==> src/rtl/led_level_meter.sv <==
// Bar-graph LED level meter: bar, peak-hold dot with timed decay, clip LED,
// all gated by a free-running PWM brightness.
module led_level_meter #(
    parameter int N_LEDS    = 8,
    parameter int DIN_W     = 6,
    parameter int HOLD_SMP  = 64,
    parameter int DECAY_SMP = 8,
    parameter int CLIP_SMP  = 128,
    parameter int PWM_W     = 4,
    parameter int CNT_W     = 8,
    localparam int LVL_W    = $clog2(N_LEDS)
) (
    input  logic              dclk,
    input  logic              rst_n,
    input  logic              din_valid,
    input  logic [DIN_W-1:0]  dinput,
    input  logic [PWM_W-1:0]  brightness,
    output logic [N_LEDS-1:0] leds,
    output logic [LVL_W-1:0]  peak_lvl
);

    // state   | meaning
    // S_IDLE  | no peak held (peak = 0)
    // S_HOLD  | peak dot held, hold counter running
    // S_DECAY | peak dot stepping down one LED per DECAY_SMP samples
    typedef enum logic [1:0] {
        S_IDLE  = 2'd0,
        S_HOLD  = 2'd1,
        S_DECAY = 2'd2
    } state_t;

    localparam logic [CNT_W-1:0] HOLD_LD  = CNT_W'(HOLD_SMP);
    localparam logic [CNT_W-1:0] DECAY_LD = CNT_W'(DECAY_SMP);
    localparam logic [CNT_W-1:0] CLIP_LD  = CNT_W'(CLIP_SMP);

    state_t             r_state, w_state_nxt;
    logic [LVL_W-1:0]   r_lvl;
    logic [LVL_W-1:0]   r_peak, w_peak_nxt;
    logic [CNT_W-1:0]   r_hold, w_hold_nxt;
    logic [CNT_W-1:0]   r_dec, w_dec_nxt;
    logic [CNT_W-1:0]   r_clip;
    logic [PWM_W-1:0]   r_pwm;
    logic [N_LEDS-1:0]  r_leds;

    logic [LVL_W-1:0]   w_lvl;
    logic               w_clip_evt;
    logic               w_pwm_on;
    logic [N_LEDS-1:0]  w_bar;
    logic [N_LEDS-1:0]  w_dot;
    logic [N_LEDS-1:0]  w_clip_led;
    logic [N_LEDS-1:0]  w_leds_nxt;

    assign w_lvl      = dinput[DIN_W-1 -: LVL_W];
    assign w_clip_evt = &dinput;

    // Peak FSM: decisions use the incoming sample's level, not the stored one
    always_comb begin
        w_state_nxt = r_state;
        w_peak_nxt  = r_peak;
        w_hold_nxt  = r_hold;
        w_dec_nxt   = r_dec;
        if (din_valid) begin
            case (r_state)
                S_IDLE: begin
                    if (w_lvl != '0) begin
                        w_peak_nxt  = w_lvl;
                        w_hold_nxt  = HOLD_LD;
                        w_state_nxt = S_HOLD;
                    end
                end
                S_HOLD: begin
                    if ((w_lvl >= r_peak) && (w_lvl != '0)) begin
                        w_peak_nxt = w_lvl;
                        w_hold_nxt = HOLD_LD;
                    end else if (r_hold <= CNT_W'(1)) begin
                        w_hold_nxt  = '0;
                        w_dec_nxt   = DECAY_LD;
                        w_state_nxt = S_DECAY;
                    end else begin
                        w_hold_nxt = r_hold - 1'b1;
                    end
                end
                S_DECAY: begin
                    if (w_lvl >= r_peak) begin
                        w_peak_nxt  = w_lvl;
                        w_hold_nxt  = HOLD_LD;
                        w_state_nxt = S_HOLD;
                    end else if (r_dec <= CNT_W'(1)) begin
                        w_peak_nxt = r_peak - 1'b1;
                        w_dec_nxt  = DECAY_LD;
                        if (r_peak == LVL_W'(1)) begin
                            w_dec_nxt   = '0;
                            w_state_nxt = S_IDLE;
                        end
                    end else begin
                        w_dec_nxt = r_dec - 1'b1;
                    end
                end
                default: begin
                    w_state_nxt = S_IDLE;
                    w_peak_nxt  = '0;
                    w_hold_nxt  = '0;
                    w_dec_nxt   = '0;
                end
            endcase
        end
    end

    // Top LED is reserved for clip, so the bar never reaches it
    always_comb begin
        w_bar = '0;
        for (int i = 0; i < N_LEDS - 1; i++) begin
            w_bar[i] = (LVL_W'(i) < r_lvl);
        end
        w_dot      = (r_peak != '0) ? (N_LEDS'(1) << (r_peak - 1'b1)) : '0;
        w_clip_led = {(r_clip != '0), {(N_LEDS-1){1'b0}}};
        w_pwm_on   = (&brightness) | (r_pwm < brightness);
        w_leds_nxt = (w_bar | w_dot | w_clip_led) & {N_LEDS{w_pwm_on}};
    end

    always_ff @(posedge dclk) begin
        if (!rst_n) begin
            r_state <= S_IDLE;
            r_lvl   <= '0;
            r_peak  <= '0;
            r_hold  <= '0;
            r_dec   <= '0;
            r_clip  <= '0;
            r_pwm   <= '0;
            r_leds  <= '0;
        end else begin
            r_state <= w_state_nxt;
            r_peak  <= w_peak_nxt;
            r_hold  <= w_hold_nxt;
            r_dec   <= w_dec_nxt;
            r_pwm   <= r_pwm + 1'b1;
            r_leds  <= w_leds_nxt;
            if (din_valid) begin
                r_lvl <= w_lvl;
                if (w_clip_evt) begin
                    r_clip <= CLIP_LD;
                end else if (r_clip != '0) begin
                    r_clip <= r_clip - 1'b1;
                end
            end
        end
    end

    assign leds     = r_leds;
    assign peak_lvl = r_peak;

endmodule

==> config.mk <==
export PLATFORM = sky130hd
export DESIGN_NAME = led_level_meter
export DESIGN_NICKNAME = d
export VERILOG_FILES = /design/src/rtl/led_level_meter.sv
export SDC_FILE = /design/constraint.sdc
export NUM_CORES = 1
export LEC_CHECK = 0
export CAP_MARGIN = 25
export CORE_ASPECT_RATIO = 1.2
export CORE_MARGIN = 10
export CORE_UTILIZATION = 30
export DETAILED_ROUTE_END_ITERATION = 10
export DONT_BUFFER_PORTS = 1
export GPL_TIMING_DRIVEN = 0
export HOLD_SLACK_MARGIN = 0.12
export SETUP_SLACK_MARGIN = 0.3
export SLEW_MARGIN = 25
export SYNTH_ARGS = -nofsm -noshare
export SYNTH_HDL_FRONTEND = slang
export SYNTH_SLANG_ARGS = --single-unit
==> constraint.sdc <==
create_clock -name dclk -period 3.2 [get_ports dclk]
set_clock_uncertainty 0.1 [all_clocks]
set_input_delay 0.48 -clock dclk [delete_from_list [all_inputs] [get_ports dclk]]
set_output_delay 0.48 -clock dclk [all_outputs]
set_load 0.02 [all_outputs]
==> results.py <==
metrics = {
    "status": {
        "outcome": "finished clean",
    },
    "die": {
        "floorplan.io_pins": 24,
        "floorplan.die.width_um": 105.7,
        "die_h_um": 122.8,
        "floorplan.core_area_mm2": 0.008564,
        "placement_rows": 37,
        "initial_utilization": 0.3084,
        "fp.dieArea_mm2": 0.01297,
    },
    "routing": {
        "detail_route.drc_violations": 0,
        "met3_wirelength_um": 377,
        "detail_route.iter0.violations": 76,
        "met2_length_um": 3000,
        "drt-pass1-iter-count": 4,
        "vias_per_cell": 5.321,
        "postRouteWirelength_um": 6173,
        "wl_met1_um": 2723,
        "detail_route.wl_per_cell_um": 14.06,
        "routed-via-count": 2336,
        "antenna_violating_nets_post_route": 0,
        "routed.top_layer": "met4",
    },
    "layout": {
        "flow.area_growth_from_synthesis_pct": 11.42,
        "fin_cells": 439,
        "final_net_count": 358,
        "post_route_cells_drive_above_1_share": 0.07453,
        "layout.filler_cells": 892,
        "antennaDiodeCount": 0,
    },
    "timing": {
        "fmax_mhz": 371.4,
        "tightestPinTransition_ns": 0.5523,
        "shortest_period_the_worst_path_allows_ns": 2.693,
        "finalSetupTns_ns": 0,
        "post-route-period-util": 0.8415,
        "unrepaired_setup_endpoints_after_global_routing": "false",
        "max_slew_margin": 0.6318,
        "setup_viol_count_final": 0,
        "drv_slew": 0,
        "hold_viol_final": 0,
    },
    "setup_path": {
        "worstRegToRegCells": 8,
        "crit_fanout": 10,
        "crit_path_start": "peak_lvl[2]$_SDFFE_PN0P_",
        "setup.worst_path.end_class": "flip-flop",
        "worst-endpoint-arrival_ns": 2.79,
        "startpoint_types": "flip-flop",
        "crit_required_ns": 3.29,
        "timing.rr.start": "peak_lvl[2]$_SDFFE_PN0P_",
        "worstSetupPathType": "flip-flop to flip-flop",
    },
    "placed_design": {
        "buffer_ports.inserted": 0,
        "gp_congestion": 0.8283,
        "dp.final_hpwl_um": 4742,
        "placed_instances": 431,
    },
    "hold_path": {
        "hp-start": "dinput[3]",
        "hold-path-cell-count": 2,
        "holdCritPathClass": "input port to flip-flop",
    },
    "power_and_ir_drop": {
        "clockPowerShare": 0.271,
        "power_density_relative_to_cell_area_mw_per_mm2": 563.2,
        "sequential_share_of_power": 0.426,
        "peakVddDrop_v": 0.0001827,
        "power.share.switching": 0.3486,
        "p_int_mw": 1.080,
        "comb_power_share": 0.303,
        "power.static_leakage_nw": 1.147,
        "p_switching_mw": 0.5777,
    },
    "cts": {
        "cts-root-buf": "sky130_fd_sc_hd__clkbuf_8",
        "cts-buffers-inserted": 5,
        "clkTransAtPathRegs_ns": 0.09,
        "worst_skew_pair.late_latency_ns": 0.30,
        "htreeDepth": 2,
        "tritoncts_clock_tree": "done",
        "cts-root-to-sink-buffers": 2,
        "numClockSinks": 44,
        "postCtsSetupBuffers": 0,
    },
    "logic_synthesis": {
        "synth_nets": 351,
        "yosysWarnings": 0,
        "synth.most_common_cell": "sky130_fd_sc_hd__dfxtp_1",
        "synth_top_cells_by_count": "sky130_fd_sc_hd__dfxtp_1, sky130_fd_sc_hd__nor2_1, sky130_fd_sc_hd__a21oi_1",
        "mappedNetlistArea_mm2": 0.002641,
        "yosys_most_used_dff": "sky130_fd_sc_hd__dfxtp_1",
        "synth-seq-cells": 44,
        "netlist_top_cells_area": "sky130_fd_sc_hd__dfxtp_1, sky130_fd_sc_hd__ha_1, sky130_fd_sc_hd__a21oi_1",
        "ys_seq_area_frac": 0.3335,
        "postSynthAreaPerCell_um2": 8.412,
        "synthDistinctLibCells": 55,
        "netlist.area_leader.share": 0.3335,
        "postSynth.asyncResetShare": 0,
        "postSynthCellCount": 314,
        "synth_edf_count": 0,
        "post-synth-top-area-cell": "sky130_fd_sc_hd__dfxtp_1",
    },
    "global_routing": {
        "first_pass_grt_wire_length_um": 10660,
        "grt_pass1_vias": 2314,
        "grt-ovfl-total": 0,
        "number_of_antenna_violations_at_the_first_check_in_global_routing": 0,
        "largest_net_degree_at_the_start_of_global_routing": 15,
        "grt_use_total": 0.09628,
    },
    "run": {
        "max_cap_violations": 0,
    },
}
-- worst max-delay path: stages, from the launching register on --
cell and delay (ns):
sky130_fd_sc_hd__dfxtp_2 0.40, sky130_fd_sc_hd__clkbuf_2 0.22, sky130_fd_sc_hd__inv_2 0.06, sky130_fd_sc_hd__ha_1 0.22
sky130_fd_sc_hd__a2111oi_2 0.47, sky130_fd_sc_hd__o21ai_1 0.17, sky130_fd_sc_hd__clkbuf_1 0.26, sky130_fd_sc_hd__or2_1 0.35
sky130_fd_sc_hd__o41ai_1 0.34
-- placed cells by master, fill, tap and decap left out, types with 5 or more instances in the layout --
cell,count
sky130_fd_sc_hd__dfxtp_1,41
sky130_fd_sc_hd__nor2_1,33
sky130_fd_sc_hd__a21oi_1,25
sky130_fd_sc_hd__ha_1,24
sky130_fd_sc_hd__inv_1,21
sky130_fd_sc_hd__nand2_1,19
sky130_fd_sc_hd__nand3_1,10
sky130_fd_sc_hd__o21ai_1,8
sky130_fd_sc_hd__or4_1,7
sky130_fd_sc_hd__clkbuf_1,7
sky130_fd_sc_hd__xor2_1,7
sky130_fd_sc_hd__nor3_1,7
sky130_fd_sc_hd__o311ai_1,7
sky130_fd_sc_hd__o211ai_1,6
sky130_fd_sc_hd__clkbuf_8,6
sky130_fd_sc_hd__mux2i_1,5
sky130_fd_sc_hd__o41ai_1,5
sky130_fd_sc_hd__o2111ai_1,5
-- cell families after synthesis --
kind of cell,count (synthesis),synth area share
AOI/OAI and AO/OA,96,0.2563
xor gates and xnor gates,10,0.03316
adders and majority gates,24,0.1137
buffers and inverters,35,0.05021
DFF,44,0.3335
muxes,5,0.01895
and+or+nand+nor,100,0.1942
-- metal layers --
layer	vias to the layer above	GRT usage
met3	6	0.02989
met4	0	0.03136
met5	-	0
li1	1176	-
met2	49	0.1711
met1	1105	0.1072
-- cell type report --
cell class | instances | area (um^2) | area share
Inverter | 24 | 90.09 | 0.03061
Multi-Input combinational cell | 235 | 1654 | 0.5621
Buffer | 11 | 43.79 | 0.01488
Sequential cell | 44 | 887.1 | 0.3014
Clock buffer | 6 | 82.58 | 0.02806
Clock inverter | 2 | 38.79 | 0.01318
Tap cell | 117 | 146.4 | 0.04974
-- final timing paths --
kind	endpoint	slack (ns)
hold / removal	r_lvl[0]$_SDFFE_PN0P_	0.23
hold reg to reg	r_pwm[0]$_SDFF_PN0_	0.37
setup / recovery	r_dec[5]$_SDFFE_PN0P_	0.51
setup reg to reg	r_dec[5]$_SDFFE_PN0P_	0.51
-- state kept, by name (all words and copies together), names as in the netlist --
register and cells:
leds 8, peak_lvl 3, r_clip 8, r_dec 8, r_hold 8, r_lvl 3, r_pwm 4, r_state 2
-- power groups by stage --
stage	Combinational, mW	Clock [mW]	Sequential, mW
final	0.502	0.449	0.706
after global routing	0.572	0.486	0.719
after CTS	0.501	0.465	0.706
after detailed placement	0.490	0	0.718
after global placement	0.484	0	0.716
after floorplan	0.401	0	0.700
-- repair_timing --
action | 4_1_cts | 5_1_grt
endpoints found under the setup margin | 10 | 15
pin swaps | 0 | 0
cloned | 0 | 0
endpoints found under the hold margin | 0 | 0
gates resized for setup | 4 | 6
hold buffers | 0 | 0
-- stage by stage --
stage / setup slack [ns] / total power [mW] / utilization / area, um^2 / hold slack (ns)
after detailed placement: 0.05371 / 1.208 / 0.3255 / 2788 / 0.3597
after floorplan: 0.6930 / 1.101 / - / 2641 / 0.3252
final: 0.5072 / 1.657 / 0.3436 / 2943 / 0.2322
after CTS: 0.3160 / 1.673 / 0.3420 / 2929 / 0.2314
after global routing: 0.3194 / 1.777 / 0.3436 / 2943 / 0.2471
after global placement: 0.1197 / 1.199 / 0.3255 / 2788 / 0.3556
(Power assumes the default switching activity.)
